## src/rtl/video_core_csr.sv

```systemverilog
// Avalon-MM CSR block: shadow registers committed to active controls at frame start or immediately on IMM.
// Latency: reads return exactly one cycle after the strobe. Backpressure: none; every transfer is accepted.
module video_core_csr #(
    parameter logic [31:0] PARAM_INIT  = 32'h0,
    parameter logic        BYPASS_INIT = 1'b0
) (
    input  logic        sys_clk,
    input  logic        sys_rst,
    input  logic [1:0]  avs_address,
    input  logic        avs_write,
    input  logic [31:0] avs_writedata,
    input  logic        avs_read,
    output logic [31:0] avs_readdata,
    output logic        avs_readdatavalid,
    input  logic        frame_start,
    output logic        bypass,
    output logic [31:0] param,
    output logic        update_done
);

    typedef struct packed {
        logic        bypass;
        logic [31:0] param;
    } ctrl_t;

    typedef enum logic {IDLE, PENDING} state_t;

    localparam ctrl_t CTRL_INIT = '{bypass: BYPASS_INIT, param: PARAM_INIT};

    state_t      state, state_nxt;
    ctrl_t       shadow, shadow_nxt;
    ctrl_t       active, active_nxt;
    logic        commit;
    logic        wr_ctrl, wr_param, wr_shadow, wr_imm, wr_count, wr_clear;
    logic [15:0] frame_count;
    logic [15:0] wrcnt;
    logic [31:0] rd_dat;

    assign wr_ctrl   = avs_write && (avs_address == 2'd0);
    assign wr_param  = avs_write && (avs_address == 2'd1);
    assign wr_shadow = wr_ctrl || wr_param;
    assign wr_imm    = wr_ctrl && avs_writedata[1];
    assign wr_clear  = avs_write && (avs_address == 2'd3);
    assign wr_count  = avs_write && (avs_address != 2'd3);

    always_comb begin
        shadow_nxt = shadow;
        if (wr_ctrl)
            shadow_nxt.bypass = avs_writedata[0];
        if (wr_param)
            shadow_nxt.param = avs_writedata;
    end

    // A frame commit takes the pre-write shadow; a concurrent write keeps us pending for the next frame.
    always_comb begin
        state_nxt  = state;
        active_nxt = active;
        commit     = 1'b0;
        if (wr_imm) begin
            active_nxt = shadow_nxt;
            commit     = 1'b1;
            state_nxt  = IDLE;
        end else if (state == PENDING && frame_start) begin
            active_nxt = shadow;
            commit     = 1'b1;
            state_nxt  = wr_shadow ? PENDING : IDLE;
        end else if (wr_shadow) begin
            state_nxt  = PENDING;
        end
    end

    always_comb begin
        rd_dat = 32'h0;
        case (avs_address)
            2'd0: rd_dat = {31'h0, shadow.bypass};
            2'd1: rd_dat = shadow.param;
            2'd2: rd_dat = {frame_count, 15'h0, state == PENDING};
            2'd3: rd_dat = {16'h0, wrcnt};
            default: rd_dat = 32'h0;
        endcase
    end

    always_ff @(posedge sys_clk) begin
        if (sys_rst) begin
            state             <= IDLE;
            shadow            <= CTRL_INIT;
            active            <= CTRL_INIT;
            update_done       <= 1'b0;
            frame_count       <= 16'h0;
            wrcnt             <= 16'h0;
            avs_readdata      <= 32'h0;
            avs_readdatavalid <= 1'b0;
        end else begin
            state             <= state_nxt;
            shadow            <= shadow_nxt;
            active            <= active_nxt;
            update_done       <= commit;
            avs_readdatavalid <= avs_read;
            if (avs_read)
                avs_readdata <= rd_dat;
            if (frame_start)
                frame_count <= frame_count + 16'd1;
            if (wr_clear)
                wrcnt <= 16'h0;
            else if (wr_count && wrcnt != 16'hFFFF)
                wrcnt <= wrcnt + 16'd1;
        end
    end

    assign bypass = active.bypass;
    assign param  = active.param;

endmodule

```

## config.mk

```make
export PLATFORM = sky130hd
export DESIGN_NAME = video_core_csr
export DESIGN_NICKNAME = d
export VERILOG_FILES = /design/src/rtl/video_core_csr.sv
export SDC_FILE = /design/constraint.sdc
export NUM_CORES = 1
export LEC_CHECK = 0
export ABC_AREA = 1
export BUFFER_PORTS_ARGS = -buffer_cell sky130_fd_sc_hd__buf_2
export CAP_MARGIN = 40
export CORE_UTILIZATION = 53
export CTS_CLUSTER_DIAMETER = 200
export DETAILED_ROUTE_END_ITERATION = 6
export PLACE_DENSITY_LB_ADDON = 0.2
export SYNTH_ARGS = -nofsm -noshare
export SYNTH_HDL_FRONTEND = slang
export SYNTH_SLANG_ARGS = --single-unit
```

## constraint.sdc

```tcl
create_clock -name sys_clk -period 2.4 [get_ports sys_clk]
set_clock_uncertainty 0.2 [all_clocks]
set_input_delay 0.24 -clock sys_clk [delete_from_list [all_inputs] [get_ports sys_clk]]
set_output_delay 0.24 -clock sys_clk [all_outputs]
set_load 0.01 [all_outputs]
```

### After elaboration in Yosys (flattened, before gate mapping)

Cells that the tools add are included.

* output and inout port bits: 67
* register bits: 133
* logic and storage cells: 40
* input port bits: 39

* reduce and logical (&&, ||, !) cells: 13
* eq/ne operators: 5
* add/sub/neg operators: 2
* mux-type cells: 10

Operator list (number)
* one-hot mux 32 bit (4 select lines): 1
* two-way mux 33 bit: 2
* adder 16 x 1 -> 16 bit (second input constant): 2
* two-way mux 32 bit: 1
* inequality test 16 bit (second input constant): 1
* logical AND 1 bit: 7
* two-way mux 1 bit: 6
* == test 2 bit (second input constant): 2
* nonzero test 2 bit: 2
* OR reduction 2 bit: 2
* == test 2 x 1 -> 1 bit (second input constant): 1
* zero test 2 bit: 1
* inequality test 2 bit (second input constant): 1
* logical OR 1 bit: 1

### Depth between registers and ports, before layout

* word-level depth: 5
* depth in mapped cells: 9
* gate-level depth less buffers: 9

### Worst setup path before layout

No wires, ideal clock.

* path type: register to register
* start: reg wrcnt[0]
* end: reg wrcnt[2]
* buffers on the path: 0
* data required time: 2.085 ns
* cell stages (with the launch flop): 10
* arrival: 1.232 ns
* setup slack: 0.853 ns
* cells stage by stage: dfxtp_1 -> ha_1 -> nand2_1 -> nor2_1 -> nand2_1 -> nor2_1 -> nor2_1 -> nand3_1 -> nand2_1 -> nor2_1

* word-level cells in the longest chain between the ends: 2
* elaborated cells on any way between the ends: 3
* those cells by class: 1 x add/sub; 1 x eq/ne; 1 x reduce/logical

RTL lines
* from (decl): RTL line 36 `logic [15:0] wrcnt;`
* from (signal assigned): RTL line 106 `wrcnt <= wrcnt + 16'd1;`
* parallel branches: the longest is 2 deep, another holds adder 16 x 1 -> 16 bit

Several ways; the timed one is not identified.
A chain may end at the register's enable or synchronous reset.

### Final worst setup path

* start: in avs_writedata[1]
* end: reg active (netlist bit bypass)

* word-level cells in the longest chain between the ends: 2
* elaborated cells on any way between the ends: 3
* those cells by class: 1 x mux; 2 x reduce/logical

RTL lines
* from (decl): RTL line 11 `input logic [31:0] avs_writedata,`
* logical AND 1 bit *: RTL line 42 `assign wr_imm = wr_ctrl && avs_writedata[1];`
* two-way mux 33 bit or nonzero test 2 bit (tied branches)
* to (signal assigned): RTL line 96 `active <= active_nxt;`
* to (decl): RTL line 32 `ctrl_t active, active_nxt;`

Every way passes the cells marked *; elsewhere a longest branch is shown, timed or not.

==> results.cfg <==
[status]
status = completed

[synthesis]
ys_seq_elements = 133
ys_warn_count = 0
synth_top_family_by_area = simple AND/OR/NAND/NOR gates
synth_fa_ha_area_frac = 0.00449
syn_nets = 789
ys_seq_area_frac = 0.478
netlist_area_mm2 = 0.00557
syn_inst = 748
synth_compound_area_frac = 0.181
ys_types = 29
synthSimpleGateAreaFrac = 0.229
synth_xor_area_frac = 0.00314
avgSynthCellArea_um2 = 7.45
synthMuxAreaShare = 0

[power_and_ir_drop]
vdd_ir_drop_max_v = 0.000447
power.density_mw_per_mm2 = 774
power_mw = 5.63
power_leakage_nw = 3.20

[timing]
setup_viol = 0
maxSlewViolCount = 0
rsz0062_at_grt = false
fin_crit_ns = 2.20
final_hold_viol_count = 0
fmaxAchievable_mhz = 456
tightest_slew_ns = 0.634
period_share = 0.915
slew_headroom = 0.577
hold_slack_ns = 0.0219
final.setup.tns_ns = 0

[floorplanning]
fp.dieW_um = 105
coreArea_mm2 = 0.0103
rows = 37
dieHeight_um = 105
dieArea_mm2 = 0.0109
pin_count = 106
start_util = 0.542

[place]
dpl.cell_count = 960
globalplace.congestion = 0.863
port_buffers = 105
dp_hpwl_um = 9760

[clock_tree]
h-tree-depth = 4
clk_path_buf_depth = 2
cts_tree = built
cts_hold_repair.buffers = 44
numCtsBuffers = 17
cts_sinks = 133
cts_root_buffer = clkbuf_8
clk_pin_slew_ns = 0.06
postCtsSetupBuffers = 0
clock_latency_ns = 0.53
cts_resized = 0

[routing]
drt_iter0_markers = 416
wl_per_cell_um = 14.1
wl_um = 14500
dr.pass1.iters = 5
viasPerCell = 5.22
drc = 0
dr_total_vias = 5400
antenna_left = 0

[final_layout]
mostFrequentLayoutCell = nand2_1
layout-drive-gt1-share = 0.187
fin_nets = 928
insertedDiodeCount = 0
layout_common_cells = 134 x nand2_1, 133 x dfxtp_1, 108 x nor2_1
fin_cells = 1035
fillers = 817
fin_util = 0.708
area_growth_pct = 30.5

[worst_setup_path]
path_max_fanout = 3
critPathArrivalTime_ns = 2.47
critPathRequiredTime_ns = 2.67
crit_path_end_kind = flop
r2r_slack_ns = 0.64
crit_type = primary input to flop
startpoint_type = primary input

[global_routing]
grt_overflow = 0
grt_pass1_wl_um = 23900
grt_pass1_vias = 4998
antenna_found_initial = 0
grt_max_degree = 55
grt.total_usage = 0.273

[run]
cap_violations = 0

[min_path]
hp-class = primary input to flop
[flip-flops by register name, indices dropped and copies added, names as in the netlist]
register and flops:
avs_readdatavalid 1, bypass 1, avs_readdata 32, frame_count 16, wrcnt 16, shadow 33, param 32, update_done 1
state 1
[per-stage QoR]
step                      worst slack, ns  cell area [µm²]
after floorplan                     0.853             5570
after CTS                           0.301             7270
after global placement              0.654             6170
after global routing                0.105             7270
after detailed placement            0.548             6170
final                               0.205             7270
[routing by layer]
layer	track usage	wire (µm)	share of wire
met5	0	0	0
met4	0.101	254	0.017
met3	0.0599	805	0.055
met2	0.427	6630	0.46
met1	0.370	6850	0.47
[synth_stat cells]
cell type	n	area, µm²
a211oi_1	30	225
and2_1	2	12.5
clkbuf_1	20	75.1
a311oi_1	1	8.76
nor2_4	2	22.5
clkbuf_2	1	5.00
xor2_1	2	17.5
and3_1	1	6.26
nand2_1	134	503
nor3_1	4	20.0
o21ai_2	1	8.76
nand3_2	2	20.0
buf_2	15	75.1
nand4_1	6	37.5
ha_1	2	25.0
nand2_4	2	22.5
buf_6	1	11.3
o221ai_1	31	272
nor2_2	3	18.8
nand3_1	36	180
nand2_2	4	25.0
buf_4	3	22.5
inv_1	99	372
o21ai_0	36	180
a21oi_1	60	300
o22ai_1	2	12.5
inv_2	7	26.3
nor2_1	108	405
dfxtp_1	133	2660
[critical path, stage by stage]
cell and delay [ns]:
dlygate4sd3_1 0.52, buf_2 0.13, nand3_2 0.12, dlygate4sd3_1 0.61
a311oi_1 0.25, dlygate4sd3_1 0.59
[layout make-up]
cell class | instances | area (µm²) | area share
Multi-Input combinational cell | 469 | 2320 | 0.319
Timing Repair Buffer | 160 | 1060 | 0.146
Inverter | 106 | 398 | 0.0547
Tap cell | 136 | 170 | 0.0234
Sequential cell | 133 | 2660 | 0.366
Clock inverter | 13 | 230 | 0.0317
Clock buffer | 18 | 428 | 0.0588
[cells by family (layout without fill, tap and decap cells)]
kind of cell               count (synthesis)  after routing
and+or+nand+nor                          304            304
AOI/OAI and AO/OA                        161            161
buffers and inverters                    146            297
DFF                                      133            133
adders and majority gates                  2              2
xor gates and xnor gates                   2              2
[final timing paths]
check,to,start,depth (start not counted)
worst max-delay path,bypass$_SDFFE_PP0P_,avs_writedata[1],6
worst min register to register,param[13]$_SDFFE_PP0P_,param[13]$_SDFFE_PP0P_,2
worst min-delay path,state$_SDFFE_PP0P_,avs_write,4
worst max register to register,wrcnt[7]$_SDFFE_PP0P_,wrcnt[0]$_SDFFE_PP0P_,9
[power breakdown]
part | internal, mW | leakage, nW | total [mW] | switching (mW)
clock network | 1.92 | 0.313 | 2.88 | 0.962
registers | 2.28 | 1.08 | 2.33 | 0.0455
logic | 0.173 | 1.80 | 0.422 | 0.249
Note: power is estimated with default switching activity, not from simulation.
